$ cat config.mk
export PLATFORM = sky130hd
export DESIGN_NAME = pe_col_drain
export DESIGN_NICKNAME = d
export VERILOG_FILES = /design/src/rtl/pe_col_drain.sv
export SDC_FILE = /design/constraint.sdc
export NUM_CORES = 1
export LEC_CHECK = 0
export ABC_AREA = 0
export CAP_MARGIN = 20
export CORE_MARGIN = 5
export CORE_UTILIZATION = 60
export CTS_BUF_LIST = sky130_fd_sc_hd__clkbuf_2
export CTS_CLUSTER_DIAMETER = 80
export DETAILED_ROUTE_END_ITERATION = 6
export MAX_ROUTING_LAYER = met4
export PLACE_DENSITY_LB_ADDON = 0.25
export SYNTH_ARGS = -nofsm -noshare
export SYNTH_HDL_FRONTEND = slang
export SYNTH_SLANG_ARGS = --single-unit
export TNS_END_PERCENT = 50
$ cat constraint.sdc
create_clock -name clk -period 3.32 [get_ports clk]
set_clock_uncertainty 0.05 [all_clocks]
set_input_delay 0.332 -clock clk [delete_from_list [all_inputs] [get_ports clk]]
set_output_delay 0.332 -clock clk [all_outputs]
set_load 0.01 [all_outputs]
$ cat src/rtl/pe_col_drain.sv
// Column drain collector: captures ROWS words from the bottom PE row, narrows and buffers them for the output writer.
// Optional signed saturation on narrowing is enabled by defining PE_COL_DRAIN_SAT_EN; default build truncates.
module pe_col_drain #(
  parameter int ROWS       = 8,
  parameter int FIFO_DEPTH = 16,
  parameter int IN_WIDTH   = 48,
  parameter int OUT_WIDTH  = 32
) (
  input  logic                          clk,
  input  logic                          rst_n,
  input  logic                          drain_start_in,
  input  logic [IN_WIDTH-1:0]           bottom_in,
  output logic                          out_valid,
  input  logic                          out_ready,
  output logic [OUT_WIDTH-1:0]          out_data,
  output logic                          out_last,
  output logic                          busy,
  output logic [$clog2(FIFO_DEPTH):0]   fifo_count,
  output logic                          overflow_err,
  output logic                          protocol_err,
  output logic                          sat_hit
);

  localparam int PTR_W = (FIFO_DEPTH > 1) ? $clog2(FIFO_DEPTH) : 1;
  localparam int CNT_W = (ROWS > 1) ? $clog2(ROWS) : 1;
  localparam int OCC_W = $clog2(FIFO_DEPTH) + 1;

  localparam logic [0:0] S_IDLE    = 1'b0;
  localparam logic [0:0] S_CAPTURE = 1'b1;

  logic [0:0]           r_state;
  logic [CNT_W-1:0]     r_cap_cnt;
  logic [PTR_W-1:0]     r_wr_ptr;
  logic [PTR_W-1:0]     r_rd_ptr;
  logic [OCC_W-1:0]     r_count;
  logic                 r_overflow;
  logic                 r_protocol;
  logic [OUT_WIDTH:0]   r_mem [FIFO_DEPTH];

  logic                 w_capture;
  logic                 w_cap_last;
  logic                 w_full;
  logic                 w_pop;
  logic                 w_push;
  logic                 w_drop;
  logic [OUT_WIDTH-1:0] w_narrow;
  logic                 w_clamp;
  logic                 w_head_last;
  logic [OUT_WIDTH-1:0] w_head_data;

  // A capture happens on the start cycle from IDLE and on every CAPTURE cycle.
  always_comb begin
    w_capture  = 1'b0;
    w_cap_last = 1'b0;
    if (r_state == S_IDLE) begin
      w_capture  = drain_start_in;
      w_cap_last = drain_start_in && (ROWS == 1);
    end else begin
      w_capture  = 1'b1;
      w_cap_last = (r_cap_cnt == CNT_W'(ROWS - 1));
    end
  end

`ifdef PE_COL_DRAIN_SAT_EN
  logic w_hi_ones;
  logic w_hi_zeros;
  logic w_sat_pos;
  logic w_sat_neg;
  logic r_sat;

  // The value fits iff every bit from OUT_WIDTH-1 upward equals the sign bit.
  assign w_hi_ones  = &bottom_in[IN_WIDTH-1:OUT_WIDTH-1];
  assign w_hi_zeros = ~|bottom_in[IN_WIDTH-1:OUT_WIDTH-1];
  assign w_sat_pos  = !bottom_in[IN_WIDTH-1] && !w_hi_zeros;
  assign w_sat_neg  = bottom_in[IN_WIDTH-1] && !w_hi_ones;
  assign w_clamp    = w_sat_pos || w_sat_neg;

  always_comb begin
    w_narrow = bottom_in[OUT_WIDTH-1:0];
    if (w_sat_pos) begin
      w_narrow = {1'b0, {(OUT_WIDTH-1){1'b1}}};
    end else if (w_sat_neg) begin
      w_narrow = {1'b1, {(OUT_WIDTH-1){1'b0}}};
    end
  end

  always_ff @(posedge clk) begin
    if (!rst_n) begin
      r_sat <= 1'b0;
    end else if (w_capture && w_clamp) begin
      r_sat <= 1'b1;
    end
  end

  assign sat_hit = r_sat;
`else
  logic w_unused_hi;

  assign w_narrow    = bottom_in[OUT_WIDTH-1:0];
  assign w_clamp     = 1'b0;
  assign w_unused_hi = ^{bottom_in[IN_WIDTH-1:OUT_WIDTH], w_clamp};
  assign sat_hit     = 1'b0;
`endif

  assign w_full = (r_count == OCC_W'(FIFO_DEPTH));
  assign w_pop  = out_valid && out_ready;
  assign w_push = w_capture && (!w_full || w_pop);
  assign w_drop = w_capture && w_full && !w_pop;

  // Capture sequencing; a start pulse during CAPTURE is only flagged, never acted on.
  always_ff @(posedge clk) begin
    if (!rst_n) begin
      r_state    <= S_IDLE;
      r_cap_cnt  <= '0;
      r_protocol <= 1'b0;
    end else begin
      case (r_state)
        S_IDLE: begin
          if (drain_start_in && (ROWS > 1)) begin
            r_state   <= S_CAPTURE;
            r_cap_cnt <= CNT_W'(1);
          end
        end
        default: begin
          if (drain_start_in) begin
            r_protocol <= 1'b1;
          end
          if (w_cap_last) begin
            r_state   <= S_IDLE;
            r_cap_cnt <= '0;
          end else begin
            r_cap_cnt <= r_cap_cnt + CNT_W'(1);
          end
        end
      endcase
    end
  end

  // Storage carries no reset; the head is masked to zero whenever the FIFO is empty.
  always_ff @(posedge clk) begin
    if (w_push) begin
      r_mem[r_wr_ptr] <= {w_cap_last, w_narrow};
    end
  end

  always_ff @(posedge clk) begin
    if (!rst_n) begin
      r_wr_ptr   <= '0;
      r_rd_ptr   <= '0;
      r_count    <= '0;
      r_overflow <= 1'b0;
    end else begin
      if (w_push) begin
        r_wr_ptr <= (r_wr_ptr == PTR_W'(FIFO_DEPTH - 1)) ? '0 : r_wr_ptr + PTR_W'(1);
      end
      if (w_pop) begin
        r_rd_ptr <= (r_rd_ptr == PTR_W'(FIFO_DEPTH - 1)) ? '0 : r_rd_ptr + PTR_W'(1);
      end
      if (w_push && !w_pop) begin
        r_count <= r_count + OCC_W'(1);
      end else if (w_pop && !w_push) begin
        r_count <= r_count - OCC_W'(1);
      end
      if (w_drop) begin
        r_overflow <= 1'b1;
      end
    end
  end

  assign {w_head_last, w_head_data} = r_mem[r_rd_ptr];

  assign out_valid    = (r_count != '0);
  assign out_data     = out_valid ? w_head_data : '0;
  assign out_last     = out_valid && w_head_last;
  assign busy         = (r_state == S_CAPTURE);
  assign fifo_count   = r_count;
  assign overflow_err = r_overflow;
  assign protocol_err = r_protocol;

endmodule

# Word level (Yosys, flattened, before mapping)
# Memories as Yosys holds them, arrays and structs flattened. A register that Yosys moved wholly into a read port is not among the register bits.
# Index checks and enable logic that the tools add are counted.
# Widths: inputs -> output; s select.
# classes
addsub,5
n_eq_ne,4
mux,17
reduce_logical,15
# ops
op,n
$mux 32,1
$mux 4,4
$mux 5,2
$mux 3,3
$add 4x1->4 const B,2
$eq 4x4->1 const B,2
$logic_and 1x1->1,7
$mux 1,7
$add 5x1->5 const B,1
$eq 5x5->1 const B,1
$reduce_bool 5->1,1
$sub 5x1->5 const B,1
$reduce_bool 2->1,2
$add 3x1->3 const B,1
$eq 3x3->1 const B,1
$logic_not 1->1,3
$reduce_and 2->1,1
$logic_or 1x1->1,1
# totals
ff_bits,19
ramBits,528
memories,1
# memory_table
memory,depth,word_bits,read_ports,rd_clocked_by_memory_dff,wr,line_no,text
r_mem,16,33,1,1,1,38,logic [OUT_WIDTH:0] r_mem [FIFO_DEPTH];

# Depth between registers and ports, before layout
# Gate-level depths: netlist of run 1.
# logic_depth
word_depth,8
mapped_depth,11

# Worst setup path before layout of run 1
# Ideal clock, no wire load.
# synth_timing
path_kind,register to register
startpoint,"reg r_count[0], in the netlist fifo_count[0]"
endpoint,"reg r_count[4], in the netlist fifo_count[4]"
arrival_time_ns,2.681
t_required_ns,3.147
setup_slack_ns,0.466
path_stages_with_launch,11
n_path_buf,2
period_less_slack_ns,2.854
path_cell_list,dfxtp_1 or4_4 buf_6 o32a_2 buf_6 ha_1 fa_1 nand3b_1 a211oi_1 a31oi_1 mux2i_1
# synth_between
elab_chain_len,7
# synth_lines
item,line_no,text
"start, declared",35,logic [OCC_W-1:0] r_count;
"start signal, assigned",160,r_count <= r_count + OCC_W'(1);
"start signal, assigned",162,r_count <= r_count - OCC_W'(1);
$eq 5x5->1 or $reduce_bool 5->1 (tied branches),"105, 172",
$logic_not 1->1 or $logic_and 1x1->1 (tied branches),"107, 106",
$logic_or 1x1->1 *,107,assign w_push = w_capture && (!w_full || w_pop);
$logic_and 1x1->1 *,107,
named net w_push,44,logic w_push;
$logic_not 1->1,161,end else if (w_pop && !w_push) begin
$logic_and 1x1->1,161,
$reduce_bool 2->1 (no source line),-,
# The timed path passes the listed nets; every way through them passes the cells marked *. The select of a mux whose other input is x is not followed.
# A chain may end at the register's enable or synchronous reset.

==> metrics, run 1 <==
FFs w/ async S/R, synth=0%; row count=69; Worst EP arrival=3170 ps; global placement routability congestion=0.7316; Cells after Synth=952; Clock Tree Buf Depth=3; nets@finish=1,280; FF+latch count, synth=551; met2 Usage GRT=39.53%; via/cell ratio=6.057; I/O pin total=95; synthesized area per cell=22.46 µm²; Hold Vio Cnt, Final=0; slowest stage delay, CP=510 ps; Die ar.=0.03951 mm²; DR iter-0 viols=1,045; Tcrit/Tclk final=106.9%; clock sink count=551; first-pass GRT wire length=69,230 µm; LEAKAGE=8.412 nW; Most Crowded Layer GR=met2; Hold Crit Class=primary input to flop; RSZ-0062 raised after global routing=yes; Detail Route Antenna Nets=0; CTS root buffer=clkbuf_2; share of layout cells above drive strength 1=40.51%; post-DP HPWL=23,330 µm; mapped cell area=0.02138 mm²; Non-Filler Instances=1,766; Crit Path Max Fanout=6; fin crit period=3549 ps; worst hold slack=77.27 ps; largest net degree at the start of global routing=40; commonest register cell after synthesis=edfxtp_1; Worst Setup End Kind=primary output; Initial Utilization=60.40%; total track usage=25.17%; Congestion Overflow GR=0; cell repeated most along the worst path=buf_12; Die Wd=198.8 µm; Die Height=198.8 µm; Vias=10,700; final setup vio count=33; CTS tree=done; Placed Area=0.02310 mm²; drt wl/cell=26.67 µm; pwr/cell area=656.3 mW/mm²; placed cell count=1,482; met3 usage=6.453%; Clock Latency Late Sink=1060 ps; yosys warns=0; htree depth=4; Peak VDD IR=0.4060 mV; failing checks=setup timing; DRC Markers=0; Cell variety after synth=50; vias in the first global route=11,210; CP startpoint kind=flop; P&R area growth vs syn=17.08%; design area=0.02503 mm²; Clock transition at path regs=130 ps; MaxCap Viol Count=0; worst path required time=2940 ps; critical path's slowest cell=mux4_2; initial antenna violation count=4; fmax=281.8 MHz; status=finished, violations left; PortBufs=77; Num CTS Buffers=134; Worst-Margin Slew=791.1 ps; Post-Syn Nets=1,017; final WL=47,100 µm; GR Util met1=32.88%; TritonRoute pass-1 iters=5; Post-Route Setup TNS=-5329 ps; Core ar.=0.03540 mm²; setup ws final=-228.8 ps; CP Class=flop to primary output; Relative slew margins=47.10%; crit path cell chain=buf_12 -> buf_12 -> buf_6 -> mux4_2 -> mux2_2 -> a221o_1 -> buf_2; Post-synth EDFFs=528; Max Slew Vio Count=0; sequential cell area fraction in the yosys report=76.32%
-- metal layers --
layer | up-vias | share of wire, %
met1 | 5517 | 39
met5 | - | 0
met3 | 82 | 7.2
met2 | 466 | 51
met4 | 0 | 2.8
li1 | 4632 | -
-- kinds of logic (layout without fill, tap and decap cells) --
logic type | Yosys count | in the layout | synth area share, %
muxes | 170 | 170 | 15.88
AOI/OAI and AO/OA | 57 | 57 | 2.388
adders and majority gates | 13 | 13 | 0.7960
DFF | 551 | 551 | 76.32
and+or+nand+nor | 96 | 97 | 2.862
buffers and inverters | 60 | 408 | 1.574
xor gates and xnor gates | 4 | 4 | 0.1639
other | 1 | 5 | 0.01754
-- state kept, by name, indices dropped and copies added, names as in the netlist, named ones only --
register	flops
busy	1
r_rd_ptr	4
fifo_count	5
r_cap_cnt	3
r_wr_ptr	4
protocol_err	1
r_mem	528
overflow_err	1
-- cells in the mapped netlist, drive strengths merged (5+ instances only) --
master / instances / area, µm²
nand2: 13 / 48.80
dfxtp: 23 / 460.4
nor2b: 24 / 157.6
and2b: 16 / 120.1
o21ai: 6 / 30.02
inv: 8 / 30.03
ha: 12 / 150.1
mux2i: 5 / 50.05
a21oi: 5 / 25.02
clkbuf: 14 / 56.31
a221o: 33 / 334.1
edfxtp: 528 / 15860
nor2: 5 / 18.77
mux4: 132 / 2973
and2: 12 / 75.07
buf: 38 / 250.2
mux2: 33 / 371.6
and3: 10 / 67.56
-- where the power goes --
part,leakage (nW),internal (W),switching (W),total [W]
combinational,2.53,0.00207,0.00182,0.00389
sequential,4.98,0.00788,0.000114,0.00799
clock,0.906,0.00195,0.00260,0.00454
total,8.41,0.0119,0.00453,0.0164
-- final timing paths --
check                              from                          to  slack [ps]  cells past startpoint
max                                flop                out_data[14]        -230                      7
max reg2reg  fifo_count[0]$_SDFFE_PN0P_  fifo_count[4]$_SDFFE_PN0P_         280                     10
min                        bottom_in[5]      r_mem[10][5]$_DFFE_PP_          80                      1
min reg2reg   overflow_err$_SDFFE_PN0P_   overflow_err$_SDFFE_PN0P_         430                      1
-- stage by stage --
| stage | util (%) | worst slack [ps] | power, W |
|---|---|---|---|
| 2_1_floorplan | - | 466.3 | 0.01045 |
| 3_3_place_gp | 65.26 | 211.0 | 0.01171 |
| 3_5_place_dp | 65.26 | 134.1 | 0.01177 |
| 4_1_cts | 70.25 | -345.4 | 0.01647 |
| 5_1_grt | 70.70 | -378.9 | 0.01721 |
| 6_report | 70.71 | -228.8 | 0.01643 |
-- repair_timing --
action	4_1_cts	5_1_grt
buffers inserted	30	17
gates resized for setup	157	15
endpoints found under the setup margin	33	33
endpoints found under the hold margin	22	0
pin swaps	3	4
cloned	9	1
hold buffers	4	0
-- area by class of cell --
class / count / area, µm²
Fill cell: 2142 / 10370
Antenna cell: 4 / 10.01
Inverter: 8 / 30.03
Clock buffer: 183 / 915.9
Sequential cell: 551 / 16330
Tap cell: 461 / 576.8
Multi-Input combinational cell: 342 / 4797
Timing Repair Buffer: 178 / 2048
Clock inverter: 39 / 320.3
-- critical path, delay by kind of cell (launching register included) --
| kind | cells | cell delay, ps |
|---|---|---|
| buffers and inverters | 4 | 540 |
| muxes | 2 | 790 |
| AOI/OAI and AO/OA | 1 | 360 |
| DFF | 1 | 400 |
-- layout by cell type, fill, tap and decap left out, types with 4 or more instances in the layout --
| cell type | count |
|---|---|
| buf_12 | 34 |
| nor2_1 | 4 |
| a221o_1 | 30 |
| nor2b_4 | 4 |
| mux2i_1 | 5 |
| dfxtp_1 | 18 |
| mux2_2 | 32 |
| nor2b_1 | 21 |
| and2_1 | 8 |
| and3_2 | 8 |
| ha_1 | 12 |
| clkdlybuf4s50_1 | 44 |
| a21oi_1 | 5 |
| and2_2 | 4 |
| diode_2 | 4 |
| inv_2 | 4 |
| clkbuf_2 | 183 |
| buf_2 | 30 |
| mux4_2 | 132 |
| buf_6 | 11 |
| dlygate4sd3_1 | 4 |
| and2b_1 | 16 |
| edfxtp_1 | 528 |
| buf_4 | 45 |
| dfxtp_4 | 4 |
| clkinv_1 | 25 |
| o21ai_0 | 4 |
| nand2_1 | 13 |
| inv_1 | 8 |
| bufinv_16 | 6 |
| buf_16 | 5 |
| and3b_2 | 4 |
No activity file was read; power rests on OpenSTA's default activity.
==> run 2, diff against run 1 <==
--- a/config.mk
+++ b/config.mk
@@ -12,6 +12,7 @@
 export CTS_BUF_LIST = sky130_fd_sc_hd__clkbuf_2
 export CTS_CLUSTER_DIAMETER = 80
 export DETAILED_ROUTE_END_ITERATION = 6
+export DONT_BUFFER_PORTS = 1
 export MAX_ROUTING_LAYER = met4
 export PLACE_DENSITY_LB_ADDON = 0.25
 export SYNTH_ARGS = -nofsm -noshare
==> run 2 against run 1 <==
Compared with the run above:
- the run still ends with setup timing left
- largest power group unchanged
- count of clock-buffer cells in the layout up 5
- final cell count down 6.2%
- via count down 5.4%
==> metrics, run 2 (synthesized netlist as in run 1, its figures left out) <==
status=finished, violations left; failing checks=setup timing; Clock Latency Late Sink=970 ps (-90 ps); first-pass GRT wire length=63,670 µm (-8.0%); CP Class=flop to primary output; MaxCap Viol Count=0 (unchanged); nets@finish=1,177 (-8.0%); Hold Crit Endpoint=overflow_err$_SDFFE_PN0P_; CTS root buffer=clkbuf_2; Clock transition at path regs=110 ps (-20 ps); worst min-delay path startpoint=out_ready; CP startpoint kind=flop; via/cell ratio=6.114 (+0.93%); FILL cells=2,268 (+5.9%); share of layout cells above drive strength 1=36.83% (-3.7 points); post-DP HPWL=20,570 µm (-12%); fin crit period=3382 ps (-167.0 ps); drt wl/cell=26.04 µm (-2.3%); DRC Markers=0 (unchanged); pwr/cell area=652.2 mW/mm² (-0.63%); Die Height=198.8 µm (unchanged); Die ar.=0.03951 mm² (unchanged); Non-Filler Instances=1,656 (-6.2%); most common cell after layout, fill and taps aside=edfxtp_1; Min-Delay Path Depth=3 (+2); worst path required time=2940 ps (about the same); Die Wd=198.8 µm (unchanged); fin util=67.64% (-3.1 points); largest net degree at the start of global routing=34 (-15%); initial antenna violation count=3 (-1); PortBufs=0 (-100%); reg2reg end=fifo_count[4]$_SDFFE_PN0P_; Tcrit/Tclk final=101.9% (-5.0 points); Num CTS Buffers=132 (-1.5%); row count=69 (unchanged); Relative slew margins=22.47% (-25 points); reg2reg path depth=11 (+1); R2R Path Start=fifo_count[1]$_SDFFE_PN0P_; Worst-Margin Slew=1163 ps (+371.8 ps); vias in the first global route=10,730 (-4.3%); Vias=10,120 (-5.4%); fmax=295.7 MHz (+4.9%); final setup vio count=28 (-15%); global placement routability congestion=0.7281 (-0.48%); Reg2Reg Setup Slack=140 ps (-140 ps); Hold Vio Cnt, Final=0 (unchanged); Hold Crit Class=primary input to flop; LEAKAGE=7.846 nW (-6.7%); clock sink count=551 (unchanged); Largest register FFs=528 (unchanged); Final Power=0.01561 W (-5.0%); total track usage=22.78% (-2.4 points); I/O pin total=95 (unchanged); setup ws final=-61.87 ps (+167.0 ps); Detail Route Antenna Nets=0 (unchanged); DP Worst Slack=300.0 ps (+165.9 ps); RSZ-0062 raised after global routing=yes; Core ar.=0.03540 mm² (unchanged); placed cell count=1,376 (-7.2%); Worst EP arrival=3000 ps (-170 ps); Crit Path Max Fanout=12 (+6); DR iter-0 viols=828 (-21%); htree depth=4 (unchanged); area occupied by multi-input gates=0.004813 mm² (+0.34%); Initial Utilization=60.40% (unchanged); CTS tree=done; Congestion Overflow GR=0 (unchanged); Clock Tree Buf Depth=3 (unchanged); Peak VDD IR=0.4983 mV (+23%); final WL=43,130 µm (-8.4%); P&R area growth vs syn=11.99%; Worst Setup End Kind=primary output; TritonRoute pass-1 iters=5 (unchanged); most frequent cells in the layout=edfxtp_1 (528), clkbuf_2 (188), mux4_2 (132), dlygate4sd3_1 (36), a221o_1 (29); Top reg by flops=r_mem; Reg area=0.01633 mm² (unchanged); Max Slew Vio Count=0 (unchanged)
==> run 2: cell type report <==
| type | count | area share (%) |
|---|---|---|
| Multi-Input combinational cell | 342 | 20.11 |
| Tap cell | 461 | 2.409 |
| Antenna cell | 3 | 0.03136 |
| Timing Repair Buffer | 77 | 4.421 |
| Clock buffer | 188 | 3.930 |
| Clock inverter | 26 | 0.7578 |
| Inverter | 8 | 0.1254 |
| Sequential cell | 551 | 68.22 |
==> run 2: worst max-delay path: stages (launching register included) <==
cell and delay, ps:
dfxtp_4 380, or4_4 580, nand2b_4 250, nor2b_4 170
buf_12 190, a221o_2 430
==> run 2: per-layer routing <==
metal	vias up	GRT usage [%]	routed length, µm	share of wire, %
met1	5313	30.24	17600	41
met5	-	-	0	0
met4	0	6.560	524	1.2
met2	350	35.82	22170	51
li1	4417	-	-	-
met3	44	5.860	2832	6.6
==> run 2: worst max path at each step <==
stage                                     from                         end  slack, ps  cells after the start
floorplan           fifo_count[0]$_SDFFE_PN0P_  fifo_count[4]$_SDFFE_PN0P_        470                     10
global placement    fifo_count[0]$_SDFFE_PN0P_  fifo_count[4]$_SDFFE_PN0P_        350                      9
detailed placement  fifo_count[0]$_SDFFE_PN0P_  fifo_count[4]$_SDFFE_PN0P_        300                      9
CTS                 fifo_count[1]$_SDFFE_PN0P_                 out_data[5]       -170                      6
global route        fifo_count[1]$_SDFFE_PN0P_                 out_data[2]       -250                      5
finish              fifo_count[1]$_SDFFE_PN0P_                 out_data[2]        -60                      5
==> run 2: what timing repair did <==
item,4_1_cts,5_1_grt
endpoints found under the hold margin,535,0
cloned,5,4
setup buffers,10,4
endpoints found under the setup margin,33,34
resized for setup,18,15
pin swaps,5,13
hold buffers,36,0
==> run 2: per-stage QoR <==
stage | area, µm² | setup TNS [ps] | hold slack, ps
floorplan | 21380 | 0 | 380.9
global placement | 21860 | 0 | 381.6
detailed placement | 21860 | 0 | 381.5
CTS | 23660 | -4790 | 72.46
global route | 23940 | -6474 | 71.85
finish | 23940 | -668.1 | 194.8
==> run 2: report_power, final <==
| part | total, W | leakage [nW] | switching (W) | internal, W |
|---|---|---|---|---|
| Clock | 0.00417 | 0.876 | 0.00244 | 0.00173 |
| Combinational | 0.00340 | 1.99 | 0.00170 | 0.00170 |
| Sequential | 0.00804 | 4.98 | 0.000159 | 0.00788 |
| Total | 0.0156 | 7.85 | 0.00430 | 0.0113 |
